## config.mk

```make
export PLATFORM = sky130hd
export DESIGN_NAME = phy_tx_nlane
export DESIGN_NICKNAME = d
export VERILOG_FILES = /design/src/rtl/phy_tx_nlane.sv
export SDC_FILE = /design/constraint.sdc
export NUM_CORES = 1
export LEC_CHECK = 0
export ABC_CLOCK_PERIOD_IN_PS = 4300
export BUFFER_PORTS_ARGS = -buffer_cell sky130_fd_sc_hd__buf_4
export CAP_MARGIN = 30
export CORE_MARGIN = 2
export CORE_UTILIZATION = 36
export DETAILED_ROUTE_END_ITERATION = 16
export PLACE_DENSITY = 0.61
export SETUP_SLACK_MARGIN = 0.15
export SKIP_LAST_GASP = 1
export SYNTH_ARGS = -nofsm -noshare
export SYNTH_HDL_FRONTEND = slang
export SYNTH_SLANG_ARGS = --single-unit
export TNS_END_PERCENT = 10
```

## constraint.sdc

```tcl
create_clock -name clk_32f -period 4.3 [get_ports clk_32f]
set_input_delay 0.645 -clock clk_32f [delete_from_list [all_inputs] [get_ports clk_32f]]
set_output_delay 0.645 -clock clk_32f [all_outputs]
set_load 0.01 [all_outputs]
```

## src/rtl/phy_tx_nlane.sv

```systemverilog
// -----------------------------------------------------------------------------
// phy_tx_nlane
// Single-clock PHY transmit path. Each DATA_W-bit word is accepted through a
// valid/ready handshake and byte-striped across LANES serial lanes: lane l
// carries bytes l, l+LANES, l+2*LANES, ... Every lane is shifted out MSB-first,
// one bit per clk_32f cycle. All lanes stay in lockstep on a free-running
// 8-cycle symbol timer. When no word is pending, an idle symbol is sent.
//
// Optional feature macro:
//   PHY_TX_IDLE_COM_EN  defined -> idle symbol is K28.5 COM (raw 8'hBC)
//                       undefined -> idle symbol is 8'h00
//
// Ports:
//   clk_32f    in   bit clock, all state changes on its rising edge
//   reset      in   synchronous active-low reset
//   data_in    in   [DATA_W-1:0] word; byte 0 is the MSB byte
//   valid_in   in   data_in is valid
//   ready_out  out  word can be accepted (reset & ~buffer full)
//   data_out   out  [LANES-1:0] serial bit per lane
//   valid_out  out  registered; 1 while the shifting symbols carry word data
// -----------------------------------------------------------------------------
module phy_tx_nlane #(
    parameter int DATA_W = 32,
    parameter int LANES  = 2
) (
    input  logic              clk_32f,
    input  logic              reset,
    input  logic [DATA_W-1:0] data_in,
    input  logic              valid_in,
    output logic              ready_out,
    output logic [LANES-1:0]  data_out,
    output logic              valid_out
);

    localparam int BYTES = DATA_W / 8;
    localparam int SPL   = BYTES / LANES;
    localparam int SYM_W = (SPL > 1) ? $clog2(SPL) : 1;

`ifdef PHY_TX_IDLE_COM_EN
    localparam logic [7:0] IDLE_SYM = 8'hBC;
`else
    localparam logic [7:0] IDLE_SYM = 8'h00;
`endif

    logic [2:0]        r_bit_cnt;
    logic [SYM_W-1:0]  r_sym_idx;
    logic              r_buf_full;
    logic [DATA_W-1:0] r_buf;
    logic [7:0]        r_sreg [LANES];
    logic              r_valid_out;

    logic w_accept;
    logic w_boundary;
    logic w_last_sym;

    assign ready_out  = reset & ~r_buf_full;
    assign w_accept   = valid_in & ready_out;
    assign w_boundary = (r_bit_cnt == 3'd7);
    assign w_last_sym = (r_sym_idx == SYM_W'(SPL - 1));
    assign valid_out  = r_valid_out;

    // NOTE: sequential state uses non-blocking assignments so every register
    // samples pre-edge values, independent of statement order.
    always_ff @(posedge clk_32f) begin
        if (!reset) begin
            r_bit_cnt   <= 3'd0;
            r_sym_idx   <= '0;
            r_buf_full  <= 1'b0;
            r_valid_out <= 1'b0;
            for (int l = 0; l < LANES; l++) begin
                r_sreg[l] <= 8'h00;
            end
        end else begin
            r_bit_cnt <= r_bit_cnt + 3'd1;

            // Accept and drain are exclusive: accept needs the buffer empty,
            // drain needs it full.
            if (w_accept) begin
                r_buf_full <= 1'b1;
                r_sym_idx  <= '0;
            end else if (w_boundary && r_buf_full) begin
                if (w_last_sym) begin
                    r_buf_full <= 1'b0;
                end else begin
                    r_sym_idx <= r_sym_idx + 1'b1;
                end
            end

            if (w_boundary) begin
                r_valid_out <= r_buf_full;
            end

            // The buffer is shifted after each load, so the next symbol group
            // always sits in the top LANES bytes: lane l takes byte l of it.
            for (int l = 0; l < LANES; l++) begin
                if (w_boundary) begin
                    r_sreg[l] <= r_buf_full ? r_buf[DATA_W-1-8*l -: 8] : IDLE_SYM;
                end else begin
                    r_sreg[l] <= {r_sreg[l][6:0], 1'b0};
                end
            end
        end
    end

    // NOTE: the word buffer is data-only and has no reset; r_buf_full guards
    // every read of it, so its contents after reset are never observed.
    always_ff @(posedge clk_32f) begin
        if (w_accept) begin
            r_buf <= data_in;
        end else if (w_boundary && r_buf_full) begin
            r_buf <= r_buf << (8 * LANES);
        end
    end

    // NOTE: combinational outputs get a default before the loop so no path
    // leaves a bit unassigned and no latch is inferred.
    always_comb begin
        data_out = '0;
        for (int l = 0; l < LANES; l++) begin
            data_out[l] = r_sreg[l][7];
        end
    end

endmodule

```

==> out/metrics.csv, run 1 <==
metric;value;unit
status;finished, final reports clean;
place.gp.congestion;0.695;
ys_ff_latch;54;
multiInputGateArea;779;um^2
final_util;0.451;
core;0.00635;mm^2
setup_viol;0;
critPathRequiredTime;4320;ps
fillers;586;
dp_hpwl;2280;um
clock_path_buffers;2;
ys_seq_area_frac;0.658;
drive_gt1_frac;0.308;
io_buffer_count;38;
crit_arrival;2260;ps
drtPass1Iterations;4;
drc;0;
htreeDepth;2;
p_leak;1.10;nW
min_period;2240;ps
first_global_vias;1226;
cap_violations;0;
antenna_found_initial;0;
finalHoldViolCount;0;
slew_headroom;0.539;
yosysWarnings;0;
path_class;in2reg;
maxSlewViolCount;0;
layout_common_cells;edfxtp_1, buf_4, and2_1, nand2b_1, a21boi_0;
die-height;84.9;um
fin_setup_tns;0;ps
post_cts_resized;0;
worst-path-max-fanout;33;
clk_pin_slew;100;ps
grt_pass1_wl;5710;um
wl;3430;um
num_vias;1262;
overflow;0;
synth.avg_cell_area;14.6;um^2
p_per_area;359;mW/mm^2
num-nets-final;247;
avgViaCountPerCell;4.38;
rows;29;
start_util;0.371;
first_iter_violations;116;
peakVddDrop;0.175;mV
ctsRootBufferMaster;clkbuf_8;
worstSetupEndpointType;flip-flop;
wl_per_cell;11.9;um
worst_slew_pin_slew;692;ps
post_cts_buffers;0;
clk-insertion-delay-late;310;ps
synth_cell_type_count;21;
ios;39;
slowest_stage;a21o_1;
crit_chain;buf_4, and3b_1, buf_4, a21o_1, buf_8;
rsz0062_at_grt;no;
fin_skew;9.97;ps
seqCellArea;0.00155;mm^2
min_period_over_period;0.520;
grt_max_degree;35;
hold_buffers;0;
cts_tree;yes;
cp_common_cell;buf_4;
slowest_delay;580;ps
max_freq;447;MHz
die_area;0.00721;mm^2
layout_commonest_cell;edfxtp_1;
drtAntennaViolNets;0;
cts.sinks;54;
min_path_type;reg2reg;
track_usage;0.0993;
syn_inst;161;
startpoint_type;input port;
cts_made_buffers;5;
syn_area;0.00236;mm^2
insertedDiodeCount;0;
area_growth_syn_to_layout;21.4;%
die_w;84.9;um
-- routing by layer --
| metal | wire length (um) | GRT usage |
|---|---|---|
| met5 | 0 | 0 |
| met4 | 51 | 0.0433 |
| met2 | 1520 | 0.147 |
| met3 | 167 | 0.0243 |
| met1 | 1700 | 0.139 |
-- final timing paths --
kind	from	slack (ps)	depth (start not counted)	end
max	reset	2060	5	r_buf[23]
min	r_bit_cnt[0]	430	1	r_bit_cnt[0]
min reg2reg	r_bit_cnt[0]	430	1	r_bit_cnt[0]
max reg2reg	r_buf_full	2080	5	r_buf[23]
-- flip-flops by register name, summed over array words and instances, names as in the netlist --
name	cells
r_sreg	16
r_buf_full	1
r_bit_cnt	3
r_sym_idx	1
valid_out	1
r_buf	32
-- cell usage after synthesis, drive strengths merged --
library cell   n  share of area
a21boi        16          0.051
a21o           1         0.0032
a31oi          1         0.0027
and2          18          0.048
and3b          1         0.0037
and4           2         0.0074
buf            7          0.022
clkbuf         7          0.011
conb           1         0.0016
dfxtp          7          0.059
edfxtp        47           0.60
ha             2          0.011
mux2          16          0.097
nand2          1         0.0016
nand2b        16          0.042
nand3         14          0.030
nor2b          2         0.0053
o21ai          2         0.0042
-- worst max-delay path, delay by kind of cell --
| family | cells | cell delay [ps] |
|---|---|---|
| compound gates | 1 | 580 |
| buf+inv | 3 | 820 |
| simple gates | 1 | 200 |
-- per-stage QoR --
step / std cells / setup slack [ps] / area [um^2] / hold slack (ps) / total power, mW
detailed placement: 280 / 1720 / 2750 / 419 / 0.698
global route: 288 / 1930 / 2860 / 462 / 1.06
floorplan: 175 / 2040 / 2410 / 398 / 0.663
finish: 288 / 2060 / 2860 / 433 / 1.03
CTS: 288 / 2040 / 2860 / 434 / 1.03
global placement: 279 / 1560 / 2740 / 416 / 0.695
-- cell families (layout without fill, tap and decap cells) --
logic type,after synthesis,after routing,share of synthesized area
AND/OR/NAND/NOR,54,54,0.138
adder cells (fa/ha/maj),2,2,0.0106
other,1,15,0.00159
buffers and inverters,14,50,0.0334
flip-flops,54,54,0.658
multiplexers,16,16,0.0971
AO/OA/AOI/OAI,20,20,0.0610
-- layout make-up --
type,instances,share of cell area
timing repair buffer,42,0.113
tap,77,0.0337
multi-input combinational,107,0.272
clock inverter,3,0.0149
clock buffer,5,0.0240
sequential,54,0.542
-- where the power goes --
| part | leakage [nW] | total (mW) | internal, mW | switching (mW) |
|---|---|---|---|---|
| Clock | 0.0562 | 0.341 | 0.174 | 0.167 |
| Sequential | 0.507 | 0.602 | 0.596 | 0.00660 |
| Combinational | 0.541 | 0.0827 | 0.0489 | 0.0338 |
| Total | 1.10 | 1.03 | 0.818 | 0.208 |
(Power assumes the default switching activity.)
==> run 2: changes to the inputs <==
ABC_CLOCK_PERIOD_IN_PS = 2300   (was 4300)
clock period = 2.3 ns   (was 4.3 ns; I/O delays follow)
==> out/metrics.csv, run 2 (synthesis results as in run 1) <==
metric;value;unit
status;finished, final reports clean;
wl;3390;um
wl_per_cell;11.7;um
cts.sinks;54;
hold_start;data_in[6];
layout_common_cells;edfxtp_1, buf_4, and2_1, nand2b_1, a21boi_0;
hold_end;r_buf[6];
ff2ff_path_depth;4;
cap_violations;0;
crit_chain;ha_1, ha_1, a21o_1, buf_4;
clk_pin_slew;100;ps
layout_commonest_cell;edfxtp_1;
min_period_over_period;0.720;
fin_setup_tns;0;ps
die_area;0.00721;mm^2
num_vias;1249;
p_clk_frac;0.328;
reg_top3;r_buf x32, r_sreg x16, r_bit_cnt x3;
cts_made_buffers;5;
worst-path-max-fanout;23;
antenna_found_initial;0;
clock_path_buffers;2;
core;0.00635;mm^2
grt_max_degree;33;
die_w;84.9;um
post_cts_buffers;0;
ctsRootBufferMaster;clkbuf_8;
path_class;reg2reg;
cts_tree;yes;
timing.reg2reg.setup_slack;640;ps
r2r_end;r_buf[9];
peakVddDrop;0.304;mV
drc;0;
first_iter_violations;74;
place.gp.congestion;0.691;
track_usage;0.106;
rows;29;
p_per_area;666;mW/mm^2
finalHoldViolCount;0;
post_cts_resized;0;
critPathRequiredTime;2290;ps
crit_arrival;1640;ps
first_global_vias;1345;
die-height;84.9;um
startpoint_type;flip-flop;
overflow;0;
r2r-start;r_bit_cnt[0];
hold_buffers;0;
io_buffer_count;38;
drtAntennaViolNets;0;
min_path_type;in2reg;
drtPass1Iterations;4;
top_register;r_buf;
pwr-share-seq;0.591;
drive_gt1_frac;0.311;
grt_pass1_wl;5980;um
insertedDiodeCount;0;
worstSetupEndpointType;flip-flop;
rsz0062_at_grt;no;
slowest_stage;ha_1;
max_freq;604;MHz
num-nets-final;248;
htreeDepth;2;
ios;39;
p_switching;373;uW
largest_reg_flops;32;
maxSlewViolCount;0;
p_comb_frac;0.081;
power.internal;1.53;mW
area_growth_syn_to_layout;21.4;%
fin_skew;5.91;ps
cp_common_cell;ha_1;
start_util;0.371;
dp_hpwl;2310;um
setup_viol;0;
holdPathStages;2;
min_period;1660;ps
p_leak;1.11;nW
p_sw_frac;0.196;
avgViaCountPerCell;4.32;
slowest_delay;360;ps
clk-insertion-delay-late;300;ps
whs;313;ps
run 2: changes by cell type in the layout (fill, tap and decap cells not counted), sizes merged:
| cell | delta |
|---|---|
| clkbuf | +1 |
| inv | -1 |
| buf | +1 |
run 2: layer usage:
metal,wire (um),part of all wire,track usage
met5,0,0,0
met4,55,0.016,0.0476
met3,143,0.042,0.0224
met2,1510,0.45,0.164
met1,1680,0.49,0.144
run 2: power by group through the flow:
stage                     logic [mW]  registers [mW]  clock network [mW]
after detailed placement       0.156            1.15                   0
after floorplan               0.0940            1.14                   0
after CTS                      0.156            1.13               0.644
final                          0.154            1.13               0.625
after global placement         0.153            1.15                   0
after global routing           0.174            1.13               0.676
run 2: final cells by class:
type	instances	area, um^2
sequential	54	1550
clock buffer	6	72.6
tap	77	96.3
fill	576	3490
clock inverter	2	38.8
timing repair buffer	43	323
multi-input combinational	107	779
run 2: worst max-delay path, delay by kind of cell (launching register included):
family	cells	cell delay, ps
AOI/OAI and AO/OA	1	190
adders and majority gates	2	510
buffers and inverters	1	290
DFF	1	350
run 2: worst max-delay path by stage:
stage	startpoint	to	slack, ps	cells past startpoint
2_1_floorplan	r_bit_cnt[0]	r_buf[0]	240	5
3_3_place_gp	reset	r_buf[27]	540	4
3_5_place_dp	reset	r_buf[27]	520	4
4_1_cts	r_bit_cnt[0]	r_buf[7]	620	4
5_1_grt	r_bit_cnt[0]	r_sreg[1][7]	460	5
6_report	r_bit_cnt[0]	r_buf[9]	640	4
run 2: per-stage QoR:
step	cells	worst slack [ps]	total power, mW	instance area [um^2]	util
after global routing	289	456	1.98	2860	0.451
after CTS	289	618	1.93	2860	0.451
final	289	644	1.91	2860	0.451
after detailed placement	281	520	1.31	2750	0.433
after floorplan	175	235	1.24	2410	-
after global placement	281	539	1.30	2750	0.433
==> run 3: changes to the inputs <==
ABC_AREA = 1   (was not set)
ABC_CLOCK_PERIOD_IN_PS = 1600   (was 2300)
clock period = 1.6 ns   (was 2.3 ns; I/O delays follow)
==> out/metrics.csv, run 3 <==
metric;value;unit
status;finished, final reports clean;
worstSetupEndpointType;flip-flop;
synthFlopType;edfxtp_1;
layout_commonest_cell;nand2_1;
placed_cell_area;0.00277;mm^2
io_buffer_count;38;
pwr-share-seq;0.617;
cts_made_buffers;5;
first_iter_violations;79;
cap_violations;0;
path_buf_inv;0;
drc;0;
synth_top_area_frac;0.598;
die-height;85.0;um
drive_gt1_frac;0.214;
holdPathStages;3;
max_freq;737;MHz
synthMuxAreaShare;0;
largest_reg_flops;32;
slowest_delay;350;ps
num-nets-final;307;
syn_area;0.00236;mm^2
track_usage;0.119;
fillers;588;
start_util;0.372;
synth_common_cells;nand2_1, edfxtp_1, nand4_1, inv_1, nor2_1;
timing.reg2reg.setup_slack;240;ps
cts_tree;yes;
ctsRootBufferMaster;clkbuf_8;
drtAntennaViolNets;0;
htreeDepth;2;
synth-xor-area-share;0;
hold_start;data_in[10];
min_period;1360;ps
synth_top_family_by_area;simple AND/OR/NAND/NOR gates;
area_growth_syn_to_layout;21.6;%
p_comb_frac;0.105;
r2r_end;r_buf[1];
place.gp.congestion;0.703;
maxSlewViolCount;0;
power.internal;2.04;mW
multiInputGateArea;698;um^2
worst-path-max-fanout;32;
post-synth-top-count-cell;nand2_1;
seqCellArea;0.00155;mm^2
core;0.00635;mm^2
wl_per_cell;11.6;um
p_switching;618;uW
min_path_type;in2reg;
clk_pin_slew;90;ps
synth.avg_cell_area;10.6;um^2
grt_pass1_wl;6890;um
hold_end;r_buf[10];
slowest_stage;dfxtp_1;
grt_max_degree;34;
synth_async_sr_flop_share;0;
reg_top3;r_buf x32, r_sreg x16, r_bit_cnt x3;
synth-simple-area-share;0.241;
top_register;r_buf;
ff2ff_path_depth;4;
p_leak;1.31;nW
num_vias;1561;
clk-insertion-delay-late;310;ps
die_area;0.00722;mm^2
startpoint_type;flip-flop;
cts.sinks;54;
rows;29;
avgViaCountPerCell;4.49;
crit_arrival;1350;ps
p_clk_frac;0.279;
crit_chain;ha_1, ha_2, nand2_4, nand2_8;
r2r-start;r_bit_cnt[0];
setup_ws;243;ps
synth-compound-area-share;0.00424;
fin_skew;13.9;ps
fin_setup_tns;0;ps
dp_hpwl;2740;um
syn_inst;222;
post-route-cell-area;0.00287;mm^2
ys_seq_area_frac;0.657;
setup_viol;0;
wl;4040;um
yosys.area.top_type;edfxtp_1;
overflow;0;
first_global_vias;1505;
finalHoldViolCount;0;
peakVddDrop;0.449;mV
dp_slack;147;ps
clock_path_buffers;2;
synth_cell_type_count;19;
synth_edf_count;47;
antenna_found_initial;0;
synth_fa_ha_area_frac;0.0106;
ys_ff_latch;54;
rsz0062_at_grt;no;
yosysWarnings;0;
die_w;85.0;um
ios;39;
path_class;reg2reg;
critPathRequiredTime;1590;ps
p_per_area;928;mW/mm^2
p_sw_frac;0.232;
insertedDiodeCount;0;
layout_common_cells;nand2_1, edfxtp_1, buf_4, nand4_1;
min_period_over_period;0.848;
path_delay_family;adder cells;
drtPass1Iterations;4;
synth.area.top_cells;edfxtp_1, nand2_1, nand4_1, dfxtp_1, inv_1;
-- run 3: cell types whose count changed in the layout (fill, tap and decap cells not counted), sizes merged, moves of 16 or more --
cell / change
nand4: +30
nand2: +67
inv: +23
nand2b: -16
nor2: +23
and2: -18
a21boi: -16
mux2: -16
-- run 3: layer usage --
| layer | up-vias | routed length, um | track usage |
|---|---|---|---|
| met3 | 5 | 166 | 0.0272 |
| li1 | 825 | - | - |
| met4 | 0 | 60 | 0.0390 |
| met5 | - | 0 | 0 |
| met1 | 696 | 1950 | 0.168 |
| met2 | 35 | 1860 | 0.182 |
-- run 3: kinds of logic after synthesis --
| kind of cell | count (synthesis) |
|---|---|
| other cells | 1 |
| flops | 54 |
| compound gates | 2 |
| fa+ha+maj | 2 |
| buf+inv | 40 |
| simple gates | 123 |
-- run 3: what timing repair did --
| action | CTS | global route |
|---|---|---|
| gates resized for setup | 0 | 1 |
| pin swaps | 1 | 1 |
| hold endpoints to repair | 0 | 0 |
| setup buffers | 0 | 0 |
| gates cloned | 0 | 1 |
| hold buffers | 0 | 0 |
| setup endpoints to repair | 1 | 47 |
-- run 3: power groups by stage --
stage / clock network [mW] / registers [mW] / logic, mW
after floorplan: 0 / 1.66 / 0.183
after global placement: 0 / 1.67 / 0.274
after detailed placement: 0 / 1.68 / 0.278
after CTS: 0.772 / 1.64 / 0.280
after global routing: 0.812 / 1.65 / 0.320
final: 0.742 / 1.64 / 0.279
-- run 3: worst max path at each step --
stage,start,to,slack [ps],cells past startpoint
floorplan,r_bit_cnt[0],r_buf[0],160,6
global placement,r_bit_cnt[0],r_sreg[1][5],190,6
detailed placement,r_bit_cnt[0],r_sreg[1][5],150,6
CTS,r_bit_cnt[0],r_sreg[1][5],160,6
global route,r_bit_cnt[0],r_sreg[0][0],170,5
finish,r_bit_cnt[0],r_buf[1],240,4
-- run 3: area by class of cell --
type / count / area share
Sequential cell: 54 / 0.541
Multi-Input combinational cell: 143 / 0.243
Timing Repair Buffer: 43 / 0.121
Clock inverter: 2 / 0.00480
Clock buffer: 6 / 0.0253
Inverter: 23 / 0.0310
Tap cell: 77 / 0.0336
-- run 3: tightest hold or removal path, stage by stage --
cell    delay [ps]
buf_4           70
inv_1           30
nor2_1          80
-- run 3: per-stage QoR --
stage	total power, mW	util	hold slack (ps)	instances
after floorplan	1.84	-	398	236
after global placement	1.95	0.436	405	339
after detailed placement	1.95	0.436	435	339
after CTS	2.69	0.450	220	347
after global routing	2.78	0.452	220	348
final	2.66	0.452	225	348
